## config.mk

```make
export PLATFORM = sky130hd
export DESIGN_NAME = dut_cmd_slave
export DESIGN_NICKNAME = d
export VERILOG_FILES = /design/src/rtl/dut_cmd_pkg.sv /design/src/rtl/dut_sat_counter.sv /design/src/rtl/dut_cmd_slave.sv
export SDC_FILE = /design/constraint.sdc
export NUM_CORES = 1
export LEC_CHECK = 0
export BUFFER_PORTS_ARGS = -buffer_cell sky130_fd_sc_hd__buf_4
export CORE_UTILIZATION = 23
export DETAILED_ROUTE_END_ITERATION = 7
export SYNTH_ARGS = -nofsm -noshare
export SYNTH_HDL_FRONTEND = slang
export SYNTH_HIERARCHICAL = 1
export SYNTH_SLANG_ARGS = --single-unit
```

## constraint.sdc

```tcl
create_clock -name clk -period 3.4 [get_ports clk]
set_input_delay 0.85 -clock clk [delete_from_list [all_inputs] [get_ports clk]]
set_output_delay 0.85 -clock clk [all_outputs]
set_load 0.02 [all_outputs]
```

## src/rtl/dut_cmd_pkg.sv

```systemverilog
// Shared definitions for the command slave.
// Holds the command encoding, the clear-sweep FSM states, and the highest
// legal command code. Any command code above CMD_LAST is treated as illegal.
package dut_cmd_pkg;

  localparam int unsigned CMD_WIDTH = 4;

  typedef enum logic [CMD_WIDTH-1:0] {
    NOP = 4'd0,
    WR  = 4'd1,
    RD  = 4'd2,
    INC = 4'd3,
    CLR = 4'd4
  } cmd_e;

  typedef enum logic {
    S_IDLE  = 1'b0,
    S_CLEAR = 1'b1
  } state_e;

  localparam cmd_e CMD_LAST = CLR;

endpackage

```

## src/rtl/dut_sat_counter.sv

```systemverilog
// Saturating up-counter used for the statistics outputs.
// Ports:
//   clk  in   rising-edge clock
//   rst  in   synchronous active-high reset, clears the count
//   inc  in   count one event this cycle
//   cnt  out  current count; sticks at all-ones instead of wrapping
module dut_sat_counter #(
  parameter int unsigned W = 16
) (
  input  logic         clk,
  input  logic         rst,
  input  logic         inc,
  output logic [W-1:0] cnt
);

  logic [W-1:0] r_cnt;

  always_ff @(posedge clk) begin
    if (rst) begin
      r_cnt <= '0;
    end else if (inc && (r_cnt != '1)) begin
      r_cnt <= r_cnt + W'(1);
    end
  end

  assign cnt = r_cnt;

endmodule

```

## src/rtl/dut_cmd_slave.sv

```systemverilog
// Command slave: consumes one bus command per cycle and executes it against a
// 2**ADR_W x DATA_W register array.
// Ports:
//   clk, rst              clock and synchronous active-high reset
//   cmd, adr, data        bus command, address and operand (sampled every clk)
//   rsp_valid             one-cycle pulse per executed RD / INC
//   rsp_adr, rsp_data     address and result of the responding command (held)
//   busy                  CLR sweep in progress
//   err                   sticky: illegal command seen or command dropped
//   cnt_wr, cnt_rd        executed WR+INC / RD counts (saturating)
//   cnt_drop              non-NOP commands discarded during a sweep (saturating)
//   cnt_illegal           illegal commands executed outside a sweep (saturating)
// Pipeline: E1 registers the bus; E2 decodes the E1 registers and updates the
// array and response registers on the next edge.
module dut_cmd_slave
  import dut_cmd_pkg::*;
#(
  parameter int unsigned ADR_W  = 4,
  parameter int unsigned DATA_W = 4,
  parameter int unsigned CMD_W  = 4,
  parameter int unsigned CNT_W  = 16
) (
  input  logic              clk,
  input  logic              rst,
  input  logic [CMD_W-1:0]  cmd,
  input  logic [ADR_W-1:0]  adr,
  input  logic [DATA_W-1:0] data,
  output logic              rsp_valid,
  output logic [ADR_W-1:0]  rsp_adr,
  output logic [DATA_W-1:0] rsp_data,
  output logic              busy,
  output logic              err,
  output logic [CNT_W-1:0]  cnt_wr,
  output logic [CNT_W-1:0]  cnt_rd,
  output logic [CNT_W-1:0]  cnt_drop,
  output logic [CNT_W-1:0]  cnt_illegal
);

  localparam int unsigned DEPTH = 2**ADR_W;

  // E1 stage
  logic [CMD_W-1:0]  r_e1_cmd;
  logic [ADR_W-1:0]  r_e1_adr;
  logic [DATA_W-1:0] r_e1_data;

  // storage and sweep FSM
  logic [DATA_W-1:0] r_mem [DEPTH];
  state_e            r_state, w_state_nxt;
  logic [ADR_W-1:0]  r_idx, w_idx_nxt;

  // response / status registers
  logic              r_rsp_valid;
  logic [ADR_W-1:0]  r_rsp_adr;
  logic [DATA_W-1:0] r_rsp_data;
  logic              r_err;

  // E2 decode
  logic              w_is_nop, w_is_wr, w_is_rd, w_is_inc, w_is_clr, w_is_ill;
  logic              w_exec, w_drop;
  logic [DATA_W-1:0] w_rd_val, w_inc_val;

  always_ff @(posedge clk) begin
    if (rst) begin
      r_e1_cmd  <= CMD_W'(NOP);
      r_e1_adr  <= '0;
      r_e1_data <= '0;
    end else begin
      r_e1_cmd  <= cmd;
      r_e1_adr  <= adr;
      r_e1_data <= data;
    end
  end

  always_comb begin
    w_is_nop  = (r_e1_cmd == CMD_W'(NOP));
    w_is_wr   = (r_e1_cmd == CMD_W'(WR));
    w_is_rd   = (r_e1_cmd == CMD_W'(RD));
    w_is_inc  = (r_e1_cmd == CMD_W'(INC));
    w_is_clr  = (r_e1_cmd == CMD_W'(CLR));
    w_is_ill  = (r_e1_cmd > CMD_W'(CMD_LAST));
    // everything in E2 is discarded while the sweep owns the array
    w_exec    = (r_state == S_IDLE);
    w_drop    = (r_state == S_CLEAR) && !w_is_nop;
    // combinational read: a RD right after a WR/INC to the same address sees the new value
    w_rd_val  = r_mem[r_e1_adr];
    w_inc_val = w_rd_val + r_e1_data;
  end

  // sweep FSM
  always_ff @(posedge clk) begin
    if (rst) begin
      r_state <= S_IDLE;
      r_idx   <= '0;
    end else begin
      r_state <= w_state_nxt;
      r_idx   <= w_idx_nxt;
    end
  end

  always_comb begin
    w_state_nxt = r_state;
    w_idx_nxt   = r_idx;
    case (r_state)
      S_IDLE: begin
        if (w_is_clr) begin
          w_state_nxt = S_CLEAR;
          w_idx_nxt   = '0;
        end
      end
      S_CLEAR: begin
        // index wraps back to 0 on the last entry
        w_idx_nxt = r_idx + ADR_W'(1);
        if (r_idx == '1) begin
          w_state_nxt = S_IDLE;
        end
      end
      default: w_state_nxt = S_IDLE;
    endcase
  end

  always_ff @(posedge clk) begin
    if (rst) begin
      r_mem <= '{default: '0};
    end else if (r_state == S_CLEAR) begin
      r_mem[r_idx] <= '0;
    end else if (w_is_wr) begin
      r_mem[r_e1_adr] <= r_e1_data;
    end else if (w_is_inc) begin
      r_mem[r_e1_adr] <= w_inc_val;
    end
  end

  always_ff @(posedge clk) begin
    if (rst) begin
      r_rsp_valid <= 1'b0;
      r_rsp_adr   <= '0;
      r_rsp_data  <= '0;
      r_err       <= 1'b0;
    end else begin
      r_rsp_valid <= w_exec && (w_is_rd || w_is_inc);
      if (w_exec && (w_is_rd || w_is_inc)) begin
        r_rsp_adr  <= r_e1_adr;
        r_rsp_data <= w_is_inc ? w_inc_val : w_rd_val;
      end
      if ((w_exec && w_is_ill) || w_drop) begin
        r_err <= 1'b1;
      end
    end
  end

  dut_sat_counter #(.W(CNT_W)) u_cnt_wr (
    .clk (clk),
    .rst (rst),
    .inc (w_exec && (w_is_wr || w_is_inc)),
    .cnt (cnt_wr)
  );

  dut_sat_counter #(.W(CNT_W)) u_cnt_rd (
    .clk (clk),
    .rst (rst),
    .inc (w_exec && w_is_rd),
    .cnt (cnt_rd)
  );

  dut_sat_counter #(.W(CNT_W)) u_cnt_drop (
    .clk (clk),
    .rst (rst),
    .inc (w_drop),
    .cnt (cnt_drop)
  );

  dut_sat_counter #(.W(CNT_W)) u_cnt_illegal (
    .clk (clk),
    .rst (rst),
    .inc (w_exec && w_is_ill),
    .cnt (cnt_illegal)
  );

  assign rsp_valid = r_rsp_valid;
  assign rsp_adr   = r_rsp_adr;
  assign rsp_data  = r_rsp_data;
  assign busy      = (r_state == S_CLEAR);
  assign err       = r_err;

endmodule
```

==> results of run 1 <==
-- synthesized netlist by cell type (all sizes together), types with 2 or more instances --
master,count
a211oi,13
a21oi,51
a22oi,2
a31oi,58
and2,3
and3,13
and4,13
buf,24
clkbuf,29
dfxtp,155
ha,11
inv,16
mux2,5
mux2i,18
mux4,17
nand2,52
nand2b,4
nand3,39
nand3b,5
nand4,22
nand4b,6
nor2,150
nor2b,29
nor3,32
nor4,12
nor4bb,4
o21a,4
o21ai,28
o311ai,4
o31ai,24
o41ai,4
or3,12
or4,29
xnor2,12
-- worst paths after layout --
kind,start,cells past startpoint,endpoint,slack [ns]
setup / recovery,r_e1_adr[0],12,r_mem[15],0.04
hold reg to reg,r_mem[3],2,r_mem[3],0.49
setup reg to reg,r_e1_adr[0],12,r_mem[15],0.04
hold / removal,r_mem[3],2,r_mem[3],0.49
-- layer usage --
layer  share of wire [%]  global-route usage, %
met5                   0                      0
met4                 1.8                   3.78
met3                 6.7                   3.23
met2                  44                   19.3
met1                  48                   17.8
-- worst min-delay path, stage by stage, from the launching register on --
cell and delay (ns):
dfxtp_1 0.31, nand3_1 0.07, a21oi_1 0.06
-- layout by cell type (no fill, tap or decap), types with 4 or more instances in the layout --
cell / synthesis / final
o31ai_1: 24 / 24
or3_1: 12 / 12
nand2_1: 48 / 48
nor3_1: 25 / 24
mux2i_1: 17 / 17
o21ai_0: 27 / 22
nand3_1: 39 / 39
nand4b_1: 6 / 6
o21a_1: 4 / 4
nor4_1: 8 / 8
inv_6: 0 / 4
buf_4: 2 / 118
a211oi_1: 12 / 12
o21ai_1: 1 / 6
nor4bb_1: 4 / 4
clkbuf_16: 0 / 19
nand4_4: 4 / 4
mux2_2: 5 / 5
nand2_2: 4 / 4
ha_1: 11 / 8
clkinvlp_4: 0 / 4
o311ai_0: 4 / 4
o41ai_1: 4 / 4
nor3_2: 7 / 8
nor2_1: 150 / 150
or4_1: 29 / 29
a31oi_1: 58 / 55
nor2b_1: 29 / 29
nor4_4: 4 / 4
xnor2_1: 11 / 10
a21oi_1: 51 / 50
inv_1: 16 / 16
and4_1: 12 / 12
nand3b_1: 5 / 5
nand2b_1: 4 / 4
mux4_2: 17 / 17
nand4_1: 18 / 18
and3_1: 13 / 13
dfxtp_1: 155 / 153
-- registers in the layout (all words and copies together) (netlist names) --
| name | count |
|---|---|
| u_cnt_illegal/cnt | 16 |
| r_e1_cmd | 4 |
| rsp_valid | 1 |
| rsp_adr | 4 |
| u_cnt_wr/cnt | 16 |
| u_cnt_rd/cnt | 16 |
| r_e1_adr | 4 |
| r_mem | 64 |
| r_idx | 4 |
| r_e1_data | 4 |
| busy | 1 |
| u_cnt_drop/cnt | 16 |
| rsp_data | 4 |
| err | 1 |
-- kinds of logic after synthesis --
logic type | Yosys count | synth area share [%]
xor gates and xnor gates | 13 | 1.55
AOI/OAI and AO/OA | 193 | 15.2
muxes | 40 | 8.04
adders and majority gates | 12 | 2.01
and+or+nand+nor | 426 | 29.9
buffers and inverters | 69 | 3.76
DFF | 155 | 39.5
-- metrics by stage --
stage	util [%]	power (mW)
2_1_floorplan	-	2.06
3_3_place_gp	27.1	2.16
3_5_place_dp	27.1	2.16
4_1_cts	28.9	4.08
5_1_grt	29.6	4.22
6_report	29.6	4.07
-- final cells by class --
class	count	area (µm²)	area share, %
multi-input cells	684	4570	46.1
flip-flops and latches	155	3110	31.3
repair buffers	126	1030	10.4
well taps	448	561	5.65
clock buffers	20	457	4.60
clock inverters	12	135	1.36
inverters	16	60.1	0.605
-- power by group --
group	total (mW)	internal, mW	switching, mW	leakage (nW)
logic	0.294	0.117	0.177	1.96
clock network	1.91	1.13	0.785	0.280
registers	1.86	1.83	0.0285	1.25
total	4.07	3.08	0.990	3.50
-- timing repair --
action | 4_1_cts | 5_1_grt
setup buffers | 1 | 7
hold endpoints to repair | 0 | 0
cloned | 0 | 2
endpoints found under the setup margin | 10 | 18
pin swaps | 0 | 7
gates resized for setup | 1 | 26
==> flow_summary.ini, run 1 <==
[outcome]
outcome = finished clean

[floorplan]
die-area_um2 = 34900
initial_core_util_pct = 23.4
fp.dieH_um = 187
core_area_um2 = 33500
die_x_um = 187
core.rowCount = 67
io_pins = 89

[layout]
finalNonFillerCells = 1461
drive_above_1_share_pct = 21.2
fin_nets = 1026
antenna_cells = 0
stdcell_area_um2 = 9930
num-fill-cells = 3548
areaGrowthSynthToFinish_pct = 26.4

[clock_network]
cts-root-buf = clkbuf_16
cts.path.max_buffers = 2
cts_hold_buffers = 0
path_clk_slew_ns = 0.06
cts_sinks = 155
cts_tree = built
cts_buffers = 17
cts-htree-levels = 4
worstSkewPairLatency_ns = 0.43

[worst_setup_path]
crit_path_end_kind = flip-flop
worstPathArrival_ns = 3.67
path_cells = clkbuf_16 -> mux4_2 -> mux4_2 -> ha_4 -> a21o_1 -> a21oi_4 -> xor2_2 -> a211oi_4 -> xnor2_4 -> clkbuf_16 -> a31oi_1 -> nor3_2
critical_path_buf_inv_count = 2
startpoint_type = flip-flop
max_stage_delay_ns = 0.52
crit_family = multiplexers
slowest_stage = mux4_2
cp.required_ns = 3.71
cp_max_fo = 5
criticalPathCategory = reg2reg

[sta]
drv_slew = 0
max_freq_mhz = 298
rsz0062_at_grt = yes
clock_skew_ns = 0.0130
hold_viol = 0
worst_slew_pin_slew_ns = 0.845
maxSlewHeadroom_pct = 43.2
setup_violations = 0
fin_tns_setup_ns = 0
fin_hold_ws_ns = 0.492
finalCritPeriodShare_pct = 98.8
min_period_ns = 3.36
layout_setup_ws_ns = 0.0421

[route]
avgViaCountPerCell = 5.05
antenna_left = 0
dr.pass1.iters = 5
wl_um = 23000
drt_iter0_drc = 577
drc = 0
vias = 7383
routedWlPerCell_um = 15.7

[placement]
hpwlAfterDp_um = 16200
io_buffers = 88
dp_slack_ns = -0.133
placed_area_um2 = 9080
gp_congestion = 0.905
dp.cells = 1419

[global_routing]
grt_pass1_vias = 6607
grt_max_degree = 62
overflow = 0
antenna_found_initial = 0
grt_pass1_wl_um = 36100
grt_util_all_layers_pct = 12.8

[yosys]
syn_area_um2 = 7860
ys_top_cells_by_area = dfxtp_1 (40%), nor2_1 (7.2%), mux4_2 (4.9%)
synth_edf_count = 0
yosys_warnings = 6
synth_fp_nets = 934
synth_top_area_share_pct = 39.5
synth_seq_area_share_pct = 39.5
synth_seq_cells = 155
syn_inst = 908
async_flop_share_pct = 0
syn_avg_cell_area_um2 = 8.65
synthDistinctLibCells = 56
ys_dominant_reg_cell = dfxtp_1
synth_top_cell_by_area = dfxtp_1

[worst_hold_path]
hp-class = reg2reg

[power_and_ir_drop]
ir_worst_vdd_mv = 0.237
p_leak_nw = 3.50
p_per_area_nw_per_um2 = 410

[job]
drv_cap = 0
No activity file was read; power rests on OpenSTA's default activity.
==> inputs of run 2 (changes only) <==
Settings changed: REMOVE_ABC_BUFFERS set to 1.
==> flow_summary.ini, run 2 (same netlist as run 1, synthesis figures left out) <==
[worst_setup_path]
path_cells = clkbuf_16 -> mux4_2 -> mux4_2 -> ha_1 -> a21o_1 -> a21oi_2 -> buf_6 -> xor2_4 -> a211oi_2 -> xnor2_2 -> buf_6 -> nand4_1 -> a21oi_1
cp.required_ns = 3.75
cp_max_fo = 5
r2r-start = r_e1_adr[0]
reg2reg_to = r_mem[3]
r2r_slack_ns = 0.12
worstPathArrival_ns = 3.63
startpoint_type = flip-flop
max_stage_delay_ns = 0.51
criticalPathCategory = reg2reg
crit_path_end_kind = flip-flop
slowest_stage = mux4_2
r2r_cells = 13

[route]
dr_wl_met2_um = 10500
drt_iter0_drc = 535
drc = 0
avgViaCountPerCell = 5.00
antenna_left = 0
wl_met3_um = 1390
wl_met1_um = 10500
routedWlPerCell_um = 15.7
highest_layer = met4
wl_um = 22800
dr.pass1.iters = 6
vias = 7272

[sta]
drv_slew = 0
min_period_ns = 3.28
fin_hold_ws_ns = 0.487
clock_skew_ns = 0.0122
finalCritPeriodShare_pct = 96.4
layout_setup_ws_ns = 0.123
hold_viol = 0
worst_slew_pin_slew_ns = 0.896
setup_violations = 0
max_freq_mhz = 305
maxSlewHeadroom_pct = 40.2

[global_routing]
antenna_found_initial = 0
overflow = 0
grt_pass1_vias = 6599
grt_pass1_wl_um = 35800
grt_max_degree = 49
grt_util_all_layers_pct = 12.8

[layout]
antenna_cells = 0
areaGrowthSynthToFinish_pct = 24.8
final_common_cell = dfxtp_1
final_cell_mix = dfxtp_1 (153), nor2_1 (150), buf_4 (113)
largest_register = r_mem
fin_nets = 1020
drive_above_1_share_pct = 20.2
largest_reg_flops = 64
stdcell_area_um2 = 9800

[floorplan]
core_area_um2 = 33500
die-area_um2 = 34900
fp.dieH_um = 187
io_pins = 89
core.rowCount = 67
die_x_um = 187
initial_core_util_pct = 23.4

[power_and_ir_drop]
p_per_area_nw_per_um2 = 419
power_mw = 4.10
p_leak_nw = 3.46
ir_worst_vdd_mv = 0.249

[clock_network]
path_clk_slew_ns = 0.06
cts_tree = built
worstSkewPairLatency_ns = 0.43
cts_sinks = 155
cts_buffers = 17
cts.path.max_buffers = 2
cts-root-buf = clkbuf_16
cts-htree-levels = 4
cts_hold_buffers = 0

[worst_hold_path]
hp-start = err
worstHoldPathCells = 2
hold_end = err
hp-class = reg2reg

[placement]
gp_congestion = 0.869
placed_area_um2 = 9070
dp_slack_ns = 0.0303
hpwlAfterDp_um = 16200
io_buffers = 88

[job]
drv_cap = 0

[outcome]
outcome = finished clean
[run 2: cell count changes in the layout (fill, tap and decap cells not counted), moves of 2 or more]
| cell | previous run | this run |
|---|---|---|
| buf_4 | 118 | 113 |
| o21ai_0 | 22 | 27 |
| o21ai_1 | 6 | 1 |
| clkbuf_8 | 2 | 0 |
| clkinv_4 | 0 | 2 |
| ha_1 | 8 | 10 |
| ha_4 | 3 | 1 |
[run 2: area by class of cell]
class | count | area (µm²)
tap | 448 | 561
timing repair buffer | 120 | 967
inverter | 16 | 60.1
multi-input combinational | 684 | 4510
fill | 3563 | 23700
sequential | 155 | 3110
clock buffer | 18 | 429
clock inverter | 13 | 166
[run 2: worst max path at each step]
stage / endpoint / depth (start not counted) / slack [ns] / start
after global routing: r_mem[3] / 13 / -0.01 / r_e1_adr[0]
after floorplan: r_mem[3] / 10 / -0.42 / r_e1_adr[0]
after global placement: r_mem[31] / 13 / 0.12 / r_e1_adr[0]
final: r_mem[3] / 13 / 0.12 / r_e1_adr[0]
after CTS: r_mem[31] / 13 / 0.001 / r_e1_adr[0]
after detailed placement: r_mem[31] / 13 / 0.03 / r_e1_adr[1]
[run 2: metrics by stage]
stage | TNS [ns] | std cells | util, %
6_report | 0 | 1454 | 29.2
5_1_grt | -0.0106 | 1454 | 29.2
4_1_cts | 0 | 1448 | 28.8
3_5_place_dp | 0 | 1417 | 27.1
3_3_place_gp | 0 | 1417 | 27.1
2_1_floorplan | -15.54 | 855 | -
[run 2: routing by layer]
layer  global-route usage (%)  vias to the layer above
met5                        0                        -
met4                     4.95                        0
met3                     2.56                       26
met2                     20.2                      244
met1                     16.9                     3450
li1                         -                     3552
[run 2: power by group]
group | internal [mW] | total, mW | switching [mW]
registers | 1.83 | 1.86 | 0.0245
logic | 0.106 | 0.279 | 0.173
clock network | 1.16 | 1.97 | 0.810
[run 2: repair_timing]
action	in CTS	in global routing
endpoints found under the setup margin	0	17
buffers inserted	0	4
resized for setup	0	15
[run 2: worst max-delay path, delay by kind of cell, from the launching register on]
kind,cells,cell delay (ns)
mux,2,1.01
compound gates,4,0.77
buf+inv,3,0.47
flops,1,0.37
xor+xnor,2,0.26
fa+ha+maj,1,0.23
simple gates,1,0.09
==> inputs of run 3 (changes only) <==
Settings changed: PLACE_DENSITY_LB_ADDON set to 0.2.
==> flow_summary.ini, run 3 (same netlist as run 1, synthesis figures left out) <==
[worst_setup_path]
worstPathArrival_ns = 3.61
cp_max_fo = 7
criticalPathCategory = reg2reg
crit_path_end_kind = flip-flop
path_cells = buf_4 -> mux4_2 -> mux4_2 -> ha_2 -> a21o_1 -> a21oi_4 -> xor2_2 -> a211oi_4 -> buf_4 -> xnor2_4 -> a31oi_1 -> nor3_1
cp.required_ns = 3.76
slowest_stage = mux4_2
max_stage_delay_ns = 0.51
startpoint_type = flip-flop

[sta]
fin_hold_ws_ns = 0.498
rsz0062_at_grt = no
max_freq_mhz = 308
worst_slew_pin_slew_ns = 0.860
hold_viol = 0
maxSlewHeadroom_pct = 42.3
clock_skew_ns = 0.0127
layout_setup_ws_ns = 0.149
min_period_ns = 3.25
fin_tns_setup_ns = 0
drv_slew = 0
finalCritPeriodShare_pct = 95.6
setup_violations = 0

[floorplan]
die_x_um = 187
core_area_um2 = 33500
fp.dieH_um = 187
die-area_um2 = 34900
initial_core_util_pct = 23.4
core.rowCount = 67
io_pins = 89

[layout]
post-route-util_pct = 29.4
final_cell_mix = dfxtp_1 (153), nor2_1 (150), buf_4 (114)
largest_reg_flops = 64
stdcell_area_um2 = 9850
finalNonFillerCells = 1458
antenna_cells = 0
fin_nets = 1023
final_common_cell = dfxtp_1
largest_register = r_mem
areaGrowthSynthToFinish_pct = 25.4
drive_above_1_share_pct = 20.7
num-fill-cells = 3570

[route]
wl_um = 24100
dr.pass1.iters = 5
antenna_left = 0
drt_iter0_drc = 468
vias = 7169
routedWlPerCell_um = 16.5
drc = 0
avgViaCountPerCell = 4.92

[clock_network]
cts.path.max_buffers = 2
cts_buffers = 17
cts-root-buf = clkbuf_16
cts_tree = built
worstSkewPairLatency_ns = 0.44
cts_sinks = 155
path_clk_slew_ns = 0.06
cts-htree-levels = 4

[placement]
placed_area_um2 = 9120
gp_congestion = 0.778
dp.cells = 1421
dp_slack_ns = -0.432
hpwlAfterDp_um = 17100
io_buffers = 88

[global_routing]
grt_max_degree = 47
grt_pass1_wl_um = 38600
antenna_found_initial = 0
grt_util_all_layers_pct = 14.0
grt_pass1_vias = 6588
overflow = 0

[power_and_ir_drop]
switching_share_pct = 25.8
switching_power_mw = 1.06
clkPwrFrac_pct = 47.7
p_per_area_nw_per_um2 = 416
p_leak_nw = 3.50
combPwrFrac_pct = 6.8
power_mw = 4.10
p_int_mw = 3.04
ir_worst_vdd_mv = 0.358
power_frac_seq_pct = 45.5

[worst_hold_path]
hp-class = reg2reg

[job]
drv_cap = 0

[outcome]
outcome = finished clean
[run 3: worst max-delay path, delay by kind of cell, from the launching register on]
kind	cells	cell delay [ns]
buffers and inverters	2	0.32
AO/OA/AOI/OAI	4	0.59
adder cells (fa/ha/maj)	1	0.20
AND/OR/NAND/NOR	1	0.16
XOR/XNOR	2	0.47
flip-flops	1	0.41
multiplexers	2	1.02
[run 3: final timing paths]
path / start / endpoint / slack (ns) / depth (start not counted)
setup / recovery: r_e1_adr[0] / r_mem[11] / 0.15 / 12
hold / removal: r_mem[3] / r_mem[3] / 0.50 / 2
setup reg to reg: r_e1_adr[0] / r_mem[11] / 0.15 / 12
hold reg to reg: r_mem[3] / r_mem[3] / 0.50 / 2
[run 3: repair_timing]
item,in CTS,in global routing
endpoints found under the hold margin,0,0
gates resized for setup,9,9
cloned,1,0
hold buffers,0,0
setup endpoints to repair,49,48
pin swaps,2,7
setup buffers,1,4
[run 3: layer usage]
layer / wire [µm] / GRT usage (%) / vias to the layer above
met4: 322 / 4.60 / 0
met5: 0 / 0 / -
li1: - / - / 3561
met2: 11000 / 21.6 / 160
met3: 1050 / 2.84 / 17
met1: 11800 / 19.3 / 3431
[run 3: layout make-up]
| type | instances | area [µm²] | area share, % |
|---|---|---|---|
| Multi-Input combinational cell | 685 | 4550 | 46.2 |
| Sequential cell | 155 | 3110 | 31.6 |
| Timing Repair Buffer | 122 | 985 | 9.99 |
| Tap cell | 448 | 561 | 5.69 |
| Clock buffer | 17 | 425 | 4.32 |
| Clock inverter | 15 | 164 | 1.66 |
| Inverter | 16 | 60.1 | 0.610 |
[run 3: power groups by stage]
| stage | sequential [mW] | combinational [mW] | clock (mW) |
|---|---|---|---|
| after floorplan | 1.92 | 0.105 | 0 |
| after global placement | 1.91 | 0.265 | 0 |
| after detailed placement | 1.91 | 0.264 | 0 |
| after CTS | 1.86 | 0.274 | 2.02 |
| after global routing | 1.87 | 0.307 | 2.10 |
| final | 1.87 | 0.280 | 1.95 |
